File: config.mk
export PLATFORM = sky130hd
export DESIGN_NAME = rr_arb_enc8
export DESIGN_NICKNAME = d
export VERILOG_FILES = /design/src/rtl/arb_pkg.sv /design/src/rtl/prio_enc8_3.sv /design/src/rtl/rr_arb_enc8.sv
export SDC_FILE = /design/constraint.sdc
export NUM_CORES = 1
export LEC_CHECK = 0
export ABC_CLOCK_PERIOD_IN_PS = 3630
export BUFFER_PORTS_ARGS = -buffer_cell sky130_fd_sc_hd__buf_2
export CORE_UTILIZATION = 35
export CTS_BUF_LIST = sky130_fd_sc_hd__clkbuf_2 sky130_fd_sc_hd__clkbuf_4 sky130_fd_sc_hd__clkbuf_8
export DETAILED_ROUTE_END_ITERATION = 8
export PLACE_DENSITY = 0.65
export SYNTH_ARGS = -nofsm -noshare
export SYNTH_HDL_FRONTEND = slang
export SYNTH_SLANG_ARGS = --single-unit
File: constraint.sdc
create_clock -name clk -period 3.63 [get_ports clk]
set_input_delay 0.363 -clock clk [delete_from_list [all_inputs] [get_ports clk]]
set_output_delay 0.363 -clock clk [all_outputs]
set_load 0.005 [all_outputs]
File: src/rtl/arb_pkg.sv
// Shared widths, FSM state type and one-hot decode helper for the
// round-robin arbiter.
package arb_pkg;
  localparam int N_REQ = 8;
  localparam int IDX_W = 3;

  typedef enum logic {
    IDLE  = 1'b0,
    GRANT = 1'b1
  } arb_state_t;

  // 3:8 decode of a grant index.
  function automatic logic [N_REQ-1:0] idx2onehot(input logic [IDX_W-1:0] idx);
    return N_REQ'(1) << idx;
  endfunction
endpackage

File: src/rtl/prio_enc8_3.sv
// 8:3 priority encoder: index of the lowest set bit plus an any-set flag.
module prio_enc8_3
  import arb_pkg::*;
(
  input  logic [N_REQ-1:0] vec,
  output logic [IDX_W-1:0] idx,
  output logic             any
);

  // Scan from the top down so the lowest set bit wins.
  always_comb begin
    idx = '0;
    any = 1'b0;
    for (int i = N_REQ - 1; i >= 0; i--) begin
      if (vec[i]) begin
        idx = IDX_W'(i);
        any = 1'b1;
      end
    end
  end

endmodule

File: src/rtl/rr_arb_enc8.sv
// Registered 8-requester round-robin arbiter with encoded grant index and
// valid/ready handshake. Optional multi-beat lock: define RR_ARB_LOCK_EN.
module rr_arb_enc8
  import arb_pkg::*;
(
  input  logic             clk,
  input  logic             reset,
  input  logic [N_REQ-1:0] req,
  input  logic             gnt_ready,
`ifdef RR_ARB_LOCK_EN
  input  logic             lock,
`endif
  output logic             gnt_valid,
  output logic [IDX_W-1:0] gnt_idx,
  output logic [N_REQ-1:0] gnt_onehot
);

  arb_state_t       state_q, state_d;
  logic [IDX_W-1:0] ptr_q, ptr_d;
  logic             gnt_valid_q, gnt_valid_d;
  logic [IDX_W-1:0] gnt_idx_q, gnt_idx_d;
  logic [N_REQ-1:0] gnt_onehot_q, gnt_onehot_d;

  logic             hs;
  logic             lock_hold;
  logic [IDX_W-1:0] arb_ptr;
  logic [N_REQ-1:0] req_rot;
  logic [IDX_W-1:0] enc_idx;
  logic             enc_any;
  logic [IDX_W-1:0] win_idx;

  assign hs = gnt_valid_q & gnt_ready;

`ifdef RR_ARB_LOCK_EN
  // Lock only holds ownership while the owner is still requesting.
  assign lock_hold = lock & req[gnt_idx_q];
`else
  assign lock_hold = 1'b0;
`endif

  // In GRANT the pointer used is the post-handshake one, so back-to-back
  // grants see the advanced priority without waiting for ptr_q to update.
  assign arb_ptr = (state_q == GRANT) ? IDX_W'(gnt_idx_q + 1'b1) : ptr_q;

  // Rotate req right by arb_ptr so bit 0 is the highest-priority requester.
  always_comb begin
    req_rot = '0;
    for (int i = 0; i < N_REQ; i++) begin
      req_rot[i] = req[IDX_W'(arb_ptr + IDX_W'(i))];
    end
  end

  prio_enc8_3 u_enc (
    .vec (req_rot),
    .idx (enc_idx),
    .any (enc_any)
  );

  assign win_idx = IDX_W'(enc_idx + arb_ptr);

  // Next-state / next-grant logic; everything holds unless an event occurs.
  always_comb begin
    state_d      = state_q;
    ptr_d        = ptr_q;
    gnt_valid_d  = gnt_valid_q;
    gnt_idx_d    = gnt_idx_q;
    gnt_onehot_d = gnt_onehot_q;
    case (state_q)
      IDLE: begin
        if (enc_any) begin
          state_d      = GRANT;
          gnt_valid_d  = 1'b1;
          gnt_idx_d    = win_idx;
          gnt_onehot_d = idx2onehot(win_idx);
        end
      end
      GRANT: begin
        if (hs && !lock_hold) begin
          ptr_d = IDX_W'(gnt_idx_q + 1'b1);
          if (enc_any) begin
            gnt_idx_d    = win_idx;
            gnt_onehot_d = idx2onehot(win_idx);
          end else begin
            state_d      = IDLE;
            gnt_valid_d  = 1'b0;
            gnt_onehot_d = '0;
          end
        end
      end
      default: state_d = IDLE;
    endcase
  end

  // State registers with synchronous reset that discards any pending grant.
  always_ff @(posedge clk) begin
    if (reset) begin
      state_q      <= IDLE;
      ptr_q        <= '0;
      gnt_valid_q  <= 1'b0;
      gnt_idx_q    <= '0;
      gnt_onehot_q <= '0;
    end else begin
      state_q      <= state_d;
      ptr_q        <= ptr_d;
      gnt_valid_q  <= gnt_valid_d;
      gnt_idx_q    <= gnt_idx_d;
      gnt_onehot_q <= gnt_onehot_d;
    end
  end

  assign gnt_valid  = gnt_valid_q;
  assign gnt_idx    = gnt_idx_q;
  assign gnt_onehot = gnt_onehot_q;

endmodule

==> reports/summary.log, run 1 <==
INFO  critical_path  r2r_slack=0.16ns
INFO  yosys          post_synth_cell_types=44
INFO  die            core=3360um^2
INFO  route          post_drt_via_cell_ratio=5.50
INFO  timing         layout_min_cycle_time=3.47ns
INFO  cts            clkSlewWorstSetupHoldPaths=0.09ns
INFO  critical_path  worstSetupEndpointType=flip-flop
INFO  finish         layout.area.seq=324um^2
INFO  pwr            internal_power=0.000700W
INFO  die            row_count=21
INFO  die            floorplan.die.height=61.3um
INFO  die            floorplan.initialDensity=0.366
INFO  die            die_area=3760um^2
INFO  yosys          cell_accounting_for_the_most_synthesized_area=dfxtp_1
INFO  critical_path  cp.buffers_inverters=2
INFO  finish         drive_gt1_frac=0.453
INFO  yosys          synth_enable_flop_cells=0
INFO  yosys          synth_top_cells_by_area=dfxtp_1 (26%), mux2i_1 (9.0%), a32o_1 (4.9%), a21oi_1 (3.7%), a211oi_1 (3.7%)
INFO  cts            cts_inserted_buffers=3
INFO  critical_path  highest_fanout_seen_on_the_critical_path=5
INFO  cts            cts_max_level=1
INFO  yosys          synth_most_common_cell=dfxtp_1
INFO  route          detail_route.first_pass.iterations=4
INFO  yosys          yosysSeqAreaShare=0.260
INFO  yosys          post_synthesis_net_count=137
INFO  finish         antennaDiodeCount=0
INFO  timing         worstMarginPinSlew=0.645ns
INFO  critical_path  cpPeakStageDelay=0.40ns
INFO  route          route.detailed.drc=0
INFO  finish         layout.nets=176
INFO  pwr            cellPowerDensity=781nW/um^2
INFO  pwr            design_power_total=0.00126W
INFO  route          wl_per_cell=15.5um
INFO  yosys          muxShareOfSynthArea=0.227
INFO  critical_path  crit_end=gnt_onehot[4]
INFO  yosys          yosys_register_bits=16
INFO  timing         totalNegativeSetupSlack=0ns
INFO  route          vias=1,128
INFO  pwr            combPwrFrac=0.728
INFO  global_route   grt_overflow_total=0
INFO  timing         worst_clock_skew=0.00100ns
INFO  die            fp.dieW=61.3um
INFO  global_route   first_global_vias=1,057
INFO  critical_path  timing.critical_path.from=gnt_idx[1]
INFO  yosys          synth-simple-area-share=0.122
INFO  route          detail_route.wirelength=3.17mm
INFO  yosys          ys.flop_type=dfxtp_1
INFO  critical_path  worstReg2RegEnd=gnt_onehot[4]
INFO  critical_path  timing.critical_path.depth=16
INFO  yosys          synthesis.area_per_instance=10.1um^2
INFO  yosys          yosysWarnings=0
INFO  placement      placement.io_buffers=22
INFO  critical_path  r2r_start=gnt_idx[1]
INFO  cts            cts_sinks=16
INFO  critical_path  critPathSlowestCell=fa_1
INFO  yosys          synth-async-reset-ratio=0
INFO  yosys          synth_xor_xnor_area_share=0.0427
INFO  critical_path  worstPathArrival=3.66ns
INFO  timing         final.period_utilization=0.957
INFO  placement      sum_of_net_half_perimeters_after_detailed_placement=2.38mm
INFO  timing         fmax=0.288GHz
INFO  finish         utilization=0.480
INFO  pwr            netSwitchingPower=0.000560W
INFO  timing         final_report_max_slew_violation_count=0
INFO  die            io-pin-count=23
INFO  critical_path  start_kind=flip-flop
INFO  yosys          post_synth_adder_cell_area=0.0468
INFO  min_path       hp-class=primary input to flip-flop
INFO  global_route   grt_antenna_before_repair=0
INFO  critical_path  criticalPathCategory=flip-flop to flip-flop
INFO  cts            clk_latency=0.29ns
INFO  critical_path  cpLargestDelayFamily=adder cells
INFO  yosys          yosysTopAreaCellShare=0.260
INFO  yosys          post_synth_instance_area=1230um^2
INFO  status         result_of_the_run=complete, no violations
INFO  critical_path  reg2reg_depth=16
INFO  yosys          synth_compound_gate_area_share=0.264
INFO  finish         total_area_of_multi_input_combinational_cells=961um^2
INFO  yosys          largest_family_of_logic_cells_by_synthesized_area=compound AO/OA/AOI/OAI gates
INFO  route          initialDrtViolationCount=49
INFO  timing         relative_slew_slack=0.569
INFO  timing         setup_viol_count_final=0
INFO  global_route   gr-usage-all-layers=0.177
INFO  pwr            cellLeakagePower=0.700nW
INFO  global_route   grt_start_max_net_pins=13
INFO  pwr            max-vdd-ir-drop=460uV
INFO  global_route   grt_pass1_wl=4.82mm
INFO  critical_path  cp.required=3.82ns
INFO  min_path       worstHoldPathCells=2
INFO  route          antenna_left=0
INFO  cts            post_cts_hold_buffer_count=0
INFO  finish         area_delta_synth_final=31.1%
INFO  cts            max-clock-path-buffers=2
INFO  timing         timing_hold_violations_final=0
INFO  yosys          post_synth_inst_count=122
INFO  cts            cts.root.buffer_cell=clkbuf_4
INFO  placement      place_congestion=0.888
INFO  cts            cts_tree=built
INFO  pwr            switching_share=0.445
INFO  pwr            relative_contribution_of_sequential_cells_to_total_power=0.198
INFO  job            cap_viol_max_count=0
INFO  critical_path  timing.critical_path.cells=ha_1 -> mux2i_4 -> inv_2 -> ha_1 -> xnor2_2 -> mux2i_1 -> mux2i_2 -> nand2_1 -> a21oi_1 -> o21a_1 -> ha_1 -> inv_1 -> fa_1 -> xnor2_2 -> xnor2_2 -> a32o_1
INFO  yosys          synth.cells.most_frequent=dfxtp_1 (16), mux2i_1 (11), nor2_1 (10)
INFO  pwr            power.clock.fraction=0.074
INFO  finish         nFillCells=356
INFO  min_path       hold_path.startpoint=reset
[cell type report]
class                   count  area share
clock buffers               3      0.0140
multi-input cells          97       0.596
flip-flops and latches     16       0.201
repair buffers             37       0.138
inverters                   6      0.0155
well taps                  46      0.0357
[worst min-delay path by stage]
stage,endpoint,slack (ns)
2_1_floorplan,gnt_onehot[0],0.47
3_3_place_gp,gnt_onehot[3],0.45
3_5_place_dp,gnt_onehot[0],0.45
4_1_cts,ptr_q[1],0.39
5_1_grt,ptr_q[1],0.42
6_report,ptr_q[1],0.41
[worst register-to-register path, stage by stage (launching register included)]
cell and delay, ns:
dfxtp_1 0.34, ha_1 0.32, mux2i_4 0.18, inv_2 0.06
ha_1 0.20, xnor2_2 0.21, mux2i_1 0.14, mux2i_2 0.20
nand2_1 0.10, a21oi_1 0.15, o21a_1 0.14, ha_1 0.15
inv_1 0.06, fa_1 0.40, xnor2_2 0.27, xnor2_2 0.16
a32o_1 0.29
[state kept, by name, indices dropped and copies added (netlist names)]
name / cells
gnt_valid: 1
gnt_onehot: 8
state_q: 1
ptr_q: 3
gnt_idx: 3
[kinds of logic (layout without fill, tap and decap cells)]
logic type / count (synthesis) / count (layout)
DFF: 16 / 16
AOI/OAI and AO/OA: 38 / 38
buffers and inverters: 9 / 46
muxes: 21 / 21
xor gates and xnor gates: 6 / 6
adders and majority gates: 4 / 4
and+or+nand+nor: 28 / 28
[per-stage QoR]
stage / hold WS (ns) / instance area, um^2 / std cells / setup slack [ns]
after detailed placement: 0.454 / 1480 / 199 / -0.124
after global placement: 0.448 / 1480 / 199 / 0.0879
after floorplan: 0.466 / 1240 / 122 / 0.00892
final: 0.407 / 1610 / 205 / 0.157
after global routing: 0.425 / 1610 / 205 / -0.0792
after CTS: 0.394 / 1540 / 202 / 0.0558
[what timing repair did]
item                                    4_1_cts  5_1_grt
resized for setup                             6       10
setup buffers                                 0        3
pin swaps                                     0        5
endpoints found under the setup margin        9        9
[power by group through the flow]
| stage | Combinational [W] | Clock [W] | Sequential (W) |
|---|---|---|---|
| 2_1_floorplan | 0.000544 | 0 | 0.000257 |
| 4_1_cts | 0.000850 | 0.0000949 | 0.000250 |
| 5_1_grt | 0.000995 | 0.0000995 | 0.000256 |
| 3_5_place_dp | 0.000812 | 0 | 0.000253 |
| 6_report | 0.000917 | 0.0000930 | 0.000250 |
| 3_3_place_gp | 0.000795 | 0 | 0.000250 |
[metal layers]
layer | global-route usage | part of all wire | up-vias
li1 | - | - | 561
met1 | 0.229 | 0.46 | 525
met2 | 0.301 | 0.48 | 35
met3 | 0.00840 | 0.035 | 7
met4 | 0.0877 | 0.022 | 0
met5 | 0 | 0 | -
[cells in the final DEF (no fill, tap or decap), types with 3 or more instances in the layout]
cell type and instances:
buf_2 22, dfxtp_1 15, buf_4 15, nor2_1 10
mux2i_1 9, a21oi_1 7, a32o_1 6, xnor2_2 5
nor3_1 5, a211oi_1 4, inv_1 4, mux2_2 3
nand2_1 3, ha_1 3, clkbuf_4 3
(Power assumes the default switching activity.)
==> inputs of run 2 (changes only) <==
- ABC_CLOCK_PERIOD_IN_PS: 3630 -> 3700
- PLACE_DENSITY: 0.65 -> 0.63
- clock period: 3.63 -> 3.7 ns (I/O delays scaled with it)
==> run 2 against run 1 <==
  * Sequential share of layout area grew 0.56 points
  * Global-route usage fell by 1.1 points
  * Register-to-register slack is essentially flat
  * Utilization is 1.5 points lower
  * Maximum frequency down 2.0%
  * First-iteration DRC count shrank 35%
  * Combinational power shrank 9.4%
  * Sequential cell count is the same
  * Via count fell by 2.2%
  * Sequential power grew 2%
==> reports/summary.log, run 2 (synthesis results as in run 1) <==
INFO  status         result_of_the_run=complete, no violations
INFO  min_path       hp-class=primary input to flip-flop
INFO  global_route   grt_antenna_before_repair=0 [unchanged]
INFO  placement      place_ws=-0.0736ns [+0.0505 ns]
INFO  die            fp.dieW=61.3um [unchanged]
INFO  cts            clkSlewWorstSetupHoldPaths=0.09ns [about the same]
INFO  die            floorplan.die.height=61.3um [unchanged]
INFO  cts            cts_inserted_buffers=3 [unchanged]
INFO  pwr            power.clock.fraction=0.097 [+0.023]
INFO  finish         area_delta_synth_final=27.1%
INFO  pwr            relative_contribution_of_sequential_cells_to_total_power=0.212 [+0.014]
INFO  critical_path  crit_path_top_cell_by_count=xnor2_2
INFO  timing         layout_min_cycle_time=3.55ns [+0.0720 ns]
INFO  pwr            cellPowerDensity=769nW/um^2 [-1.6%]
INFO  route          antenna_left=0 [unchanged]
INFO  timing         fmax=0.282GHz [-2.0%]
INFO  critical_path  start_kind=flip-flop
INFO  die            row_count=21 [unchanged]
INFO  timing         worst_clock_skew=0.00168ns [+0.000674 ns]
INFO  finish         layout.cells.most_common=buf_2
INFO  route          post_drt_via_cell_ratio=5.43 [-1.3%]
INFO  placement      place_congestion=0.880 [-0.91%]
INFO  critical_path  worstSetupEndpointType=flip-flop
INFO  global_route   grt_overflow_total=0 [unchanged]
INFO  timing         post_route_worst_hold_slack=0.390ns [-0.0172 ns]
INFO  placement      placement.io_buffers=22 [unchanged]
INFO  critical_path  cp.buffers_inverters=3 [+1]
INFO  critical_path  criticalPathCategory=flip-flop to flip-flop
INFO  finish         largest_reg_flops=8 [unchanged]
INFO  cts            max-clock-path-buffers=2 [unchanged]
INFO  critical_path  timing.critical_path.cells=ha_4 -> mux2i_4 -> inv_2 -> ha_1 -> xnor2_2 -> mux2i_1 -> mux2i_1 -> nand2_1 -> a21oi_2 -> o21a_1 -> ha_1 -> inv_1 -> fa_1 -> xnor2_2 -> buf_4 -> xnor2_2 -> a32o_1
INFO  timing         relative_slew_slack=0.649 [+0.0808]
INFO  critical_path  timing.critical_path.depth=17 [+1]
INFO  route          detail_route.wirelength=2.88mm [-9.1%]
INFO  pwr            internal_power=0.000686W [-2.0%]
INFO  cts            clk_latency=0.29ns [about the same]
INFO  timing         totalNegativeSetupSlack=0ns [unchanged]
INFO  route          wl_per_cell=14.2um [-8.2%]
INFO  global_route   grt_start_max_net_pins=13 [unchanged]
INFO  cts            cts.root.buffer_cell=clkbuf_4
INFO  route          detail_route.first_pass.iterations=4 [unchanged]
INFO  critical_path  critPathSlowestCell=dfxtp_1
INFO  die            floorplan.initialDensity=0.366 [unchanged]
INFO  pwr            netSwitchingPower=0.000516W [-7.8%]
INFO  die            die_area=3760um^2 [unchanged]
INFO  timing         final.period_utilization=0.958 [+0.00136]
INFO  pwr            combPwrFrac=0.691 [-0.037]
INFO  critical_path  cpPeakStageDelay=0.42ns [+0.02 ns]
INFO  global_route   grt_pass1_wl=4.60mm [-4.4%]
INFO  placement      sum_of_net_half_perimeters_after_detailed_placement=2.22mm [-6.7%]
INFO  pwr            max-vdd-ir-drop=367uV [-20%]
INFO  min_path       worstHoldPathCells=2 [unchanged]
INFO  global_route   first_global_vias=1,019 [-3.6%]
INFO  cts            cts_max_level=1 [unchanged]
INFO  route          route.detailed.drc=0 [unchanged]
INFO  route          initialDrtViolationCount=32 [-35%]
INFO  pwr            switching_share=0.430 [-0.0150]
INFO  timing         setup_viol_count_final=0 [unchanged]
INFO  critical_path  cp.required=3.89ns [+0.07 ns]
INFO  critical_path  highest_fanout_seen_on_the_critical_path=5 [unchanged]
INFO  finish         final_cell_mix=buf_2 (22), dfxtp_1 (14), buf_4 (12)
INFO  critical_path  reg2reg_depth=17 [+1]
INFO  critical_path  worstPathArrival=3.74ns [+0.08 ns]
INFO  finish         drive_gt1_frac=0.414 [-0.0388]
INFO  route          vias=1,103 [-2.2%]
INFO  die            core=3360um^2 [unchanged]
INFO  critical_path  cpLargestDelayFamily=adder cells
INFO  finish         layout.nets=173 [-1.7%]
INFO  job            cap_viol_max_count=0 [unchanged]
INFO  timing         timing_hold_violations_final=0 [unchanged]
INFO  pwr            cellLeakagePower=0.681nW [-2.7%]
INFO  cts            cts_tree=built
INFO  finish         antennaDiodeCount=0 [unchanged]
INFO  die            io-pin-count=23 [unchanged]
INFO  timing         final_report_max_slew_violation_count=0 [unchanged]
INFO  cts            cts_sinks=16 [unchanged]
INFO  timing         worstMarginPinSlew=0.524ns [-0.121 ns]
INFO  timing         finalWorstSetupSlack=0.155ns [-0.00202 ns]
INFO  global_route   gr-usage-all-layers=0.166 [-0.0112]
-- run 2: changes by cell type in the layout (fill, tap and decap cells not counted), sizes merged --
cell and change:
buf -3, clkbuf +1
-- run 2: through the flow --
step | utilization | cells | power, W | instance area [um^2]
final | 0.465 | 203 | 0.00120 | 1560
after global routing | 0.465 | 203 | 0.00129 | 1560
after CTS | 0.449 | 201 | 0.00116 | 1510
after detailed placement | 0.430 | 196 | 0.000998 | 1450
after global placement | 0.430 | 196 | 0.000988 | 1450
after floorplan | - | 122 | 0.000772 | 1230
-- run 2: final timing paths --
| path | startpoint | to | slack (ns) |
|---|---|---|---|
| max | gnt_idx[1] | gnt_onehot[4] | 0.15 |
| min | reset | ptr_q[1] | 0.39 |
| max reg2reg | gnt_idx[1] | gnt_onehot[4] | 0.15 |
| min reg2reg | gnt_onehot[4] | gnt_onehot[4] | 0.47 |
-- run 2: layout make-up --
class                   count  area, um^2
fillers                   352        1800
well taps                  46        57.6
inverters                   6        25.0
flip-flops and latches     16         323
clock buffers               4        36.3
repair buffers             34         200
multi-input cells          97         921
-- run 2: repair_timing --
item,CTS,global route
hold buffers,0,0
pin swaps,0,2
buffers inserted,1,2
gates resized for setup,3,7
setup endpoints to repair,9,10
-- run 2: power by group through the flow --
stage	Combinational [W]	Clock, W	Sequential (W)
6_report	0.000831	0.000117	0.000254
5_1_grt	0.000903	0.000126	0.000262
4_1_cts	0.000787	0.000121	0.000248
3_5_place_dp	0.000746	0	0.000251
3_3_place_gp	0.000738	0	0.000250
2_1_floorplan	0.000520	0	0.000252
-- run 2: routing by layer --
| layer | GRT usage | up-vias | share of wire |
|---|---|---|---|
| li1 | - | 550 | - |
| met1 | 0.226 | 518 | 0.46 |
| met2 | 0.262 | 28 | 0.48 |
| met3 | 0.00840 | 7 | 0.036 |
| met4 | 0.0909 | 0 | 0.025 |
| met5 | 0 | - | 0 |
-- run 2: worst register-to-register path: cells and delay by family (launching register included) --
kind,cells,cell delay (ns)
flip-flops,1,0.42
AO/OA/AOI/OAI,3,0.53
buffers and inverters,3,0.26
adder cells (fa/ha/maj),4,1.00
multiplexers,3,0.56
AND/OR/NAND/NOR,1,0.12
XOR/XNOR,3,0.56
==> inputs of run 3 (changes only) <==
- BUFFER_PORTS_ARGS: -buffer_cell sky130_fd_sc_hd__buf_2 -> -buffer_cell sky130_fd_sc_hd__buf_4
- CORE_UTILIZATION: 35 -> 50
- PLACE_DENSITY: 0.63 -> 0.81
==> run 3 against run 2 <==
  * Routed wire length down 0.38%
  * Clock-buffer cell count unchanged
  * Critical path type unchanged
  * Critical endpoint is now gnt_onehot[7]
  * Non-clock buffer count shrank 4
  * Setup slack better by 0.014 ns
  * Largest power group unchanged
  * Clock power about the same
==> reports/summary.log, run 3 (synthesis results as in run 1) <==
INFO  die            core=2250um^2 [-33%]
INFO  timing         relative_slew_slack=0.616 [-0.0337]
INFO  die            io-pin-count=23 [unchanged]
INFO  global_route   gr-usage-all-layers=0.242 [+0.0757]
INFO  route          antenna_left=0 [unchanged]
INFO  finish         final_cell_mix=buf_4 (30), dfxtp_1 (14), mux2i_1 (11)
INFO  cts            cts.root.buffer_cell=clkbuf_4
INFO  cts            cts.repair.resized=0 [-3]
INFO  critical_path  timing.critical_path.cells=ha_1 -> mux2i_4 -> inv_2 -> ha_2 -> mux4_2 -> a211o_1 -> o21bai_1 -> fa_1 -> xnor2_2 -> xnor2_2 -> a32o_1
INFO  cts            cts_inserted_buffers=3 [unchanged]
INFO  min_path       hp-class=primary input to flip-flop
INFO  global_route   grt_pass1_wl=4.93mm [+7.0%]
INFO  pwr            cellLeakagePower=0.671nW [-1.5%]
INFO  timing         final_report_max_slew_violation_count=0 [unchanged]
INFO  placement      placed_cells=177 [-9.7%]
INFO  critical_path  crit_path_top_cell_by_count=xnor2_2
INFO  global_route   grt_antenna_before_repair=0 [unchanged]
INFO  timing         final.period_utilization=0.954 [-0.00386]
INFO  min_path       worstHoldPathCells=2 [unchanged]
INFO  critical_path  reg2reg_depth=11 [-6]
INFO  critical_path  start_kind=flip-flop
INFO  critical_path  critPathSlowestCell=mux4_2
INFO  die            floorplan.initialDensity=0.546 [+0.180]
INFO  route          vias=1,133 [+2.7%]
INFO  global_route   first_global_vias=1,097 [+7.7%]
INFO  cts            cts_tree=built
INFO  cts            clkSlewWorstSetupHoldPaths=0.10ns [about the same]
INFO  finish         antennaDiodeCount=0 [unchanged]
INFO  die            floorplan.die.height=51.6um [-16%]
INFO  finish         area_delta_synth_final=26.7%
INFO  die            row_count=17 [-19%]
INFO  cts            max-clock-path-buffers=2 [unchanged]
INFO  cts            cts_sinks=16 [unchanged]
INFO  critical_path  worstPathArrival=3.71ns [-0.03 ns]
INFO  route          post_drt_via_cell_ratio=6.26 [+15%]
INFO  die            fp.dieW=51.6um [-16%]
INFO  cts            post_cts_repair_timing_setup_buffer_count=0 [-1]
INFO  global_route   grt_overflow_total=0 [unchanged]
INFO  timing         timing_hold_violations_final=0 [unchanged]
INFO  critical_path  r2r_slack=0.17ns [about the same]
INFO  critical_path  criticalPathCategory=flip-flop to flip-flop
INFO  finish         layout.cells.most_common=buf_4
INFO  pwr            max-vdd-ir-drop=527uV [+44%]
INFO  timing         setup_viol_count_final=0 [unchanged]
INFO  timing         worstMarginPinSlew=0.575ns [+0.0503 ns]
INFO  route          route.detailed.drc=0 [unchanged]
INFO  critical_path  cp.required=3.88ns [about the same]
INFO  die            die_area=2660um^2 [-29%]
INFO  timing         fmax=0.283GHz [+0.40%]
INFO  timing         worst_clock_skew=0.00730ns [+0.00563 ns]
INFO  route          wl_per_cell=15.9um [+12%]
INFO  cts            post_cts_hold_buffer_count=0 [unchanged]
INFO  route          detail_route.wirelength=2.87mm [-0.38%]
INFO  critical_path  worstSetupEndpointType=flip-flop
INFO  critical_path  highest_fanout_seen_on_the_critical_path=5 [unchanged]
INFO  route          detail_route.first_pass.iterations=4 [unchanged]
INFO  cts            cts_max_level=1 [unchanged]
INFO  placement      place_congestion=0.894 [+1.6%]
INFO  route          initialDrtViolationCount=39 [+22%]
INFO  finish         layout.nets=169 [-2.3%]
INFO  critical_path  cpPeakStageDelay=0.54ns [+0.12 ns]
INFO  finish         largest_reg_flops=8 [unchanged]
INFO  placement      placement.io_buffers=22 [unchanged]
INFO  timing         layout_min_cycle_time=3.53ns [-0.0143 ns]
INFO  job            cap_viol_max_count=0 [unchanged]
INFO  pwr            cellPowerDensity=756nW/um^2 [-1.7%]
INFO  global_route   grt_start_max_net_pins=13 [unchanged]
INFO  finish         drive_gt1_frac=0.399 [-0.0153]
INFO  status         result_of_the_run=complete, no violations
INFO  pwr            design_power_total=0.00118W [-2.0%]
INFO  finish         utilization=0.691 [+0.226]
INFO  placement      sum_of_net_half_perimeters_after_detailed_placement=2.30mm [+3.4%]
INFO  cts            clk_latency=0.28ns [about the same]
INFO  finish         layout.cells.non_filler=181 [-11%]
## run 3: metrics by stage
step                instance area [um^2]  hold WS, ns  setup WS (ns)  setup TNS (ns)
floorplan                           1230        0.466         0.0148               0
global placement                    1470        0.456          0.164               0
detailed placement                  1470        0.457         0.0268               0
CTS                                 1510        0.344         0.0189               0
global route                        1560        0.344        -0.0237         -0.0626
finish                              1560        0.346          0.169               0
## run 3: worst paths after layout
kind	from	to
max	gnt_idx[0]	gnt_onehot[7]
min reg2reg	gnt_onehot[3]	gnt_onehot[3]
min	reset	state_q
max reg2reg	gnt_idx[0]	gnt_onehot[7]
## run 3: critical path: cells and delay by family (launching register included)
kind / cells / cell delay, ns
AOI/OAI and AO/OA: 3 / 0.72
xor gates and xnor gates: 2 / 0.43
adders and majority gates: 3 / 1.16
buffers and inverters: 1 / 0.06
DFF: 1 / 0.35
muxes: 2 / 0.71
## run 3: layout make-up
cell class | count | area [um^2]
Timing Repair Buffer | 30 | 225
Sequential cell | 16 | 323
Tap cell | 28 | 35.0
Fill cell | 191 | 697
Clock buffer | 4 | 36.3
Inverter | 6 | 25.0
Multi-Input combinational cell | 97 | 913
## run 3: per-layer routing
metal / vias up / wire [um] / global-route usage / share of wire
met5: - / 0 / 0 / 0
met4: 0 / 10 / 0.0495 / 0.0035
met3: 2 / 178 / 0.0439 / 0.062
met2: 46 / 1400 / 0.390 / 0.49
met1: 545 / 1280 / 0.335 / 0.44
li1: 540 / - / - / -
## run 3: report_power, final
part / total (W) / internal, W / switching, W
registers: 0.000251 / 0.000219 / 0.0000312
clock network: 0.000116 / 0.0000599 / 0.0000558
logic: 0.000811 / 0.000390 / 0.000421
total: 0.00118 / 0.000670 / 0.000508
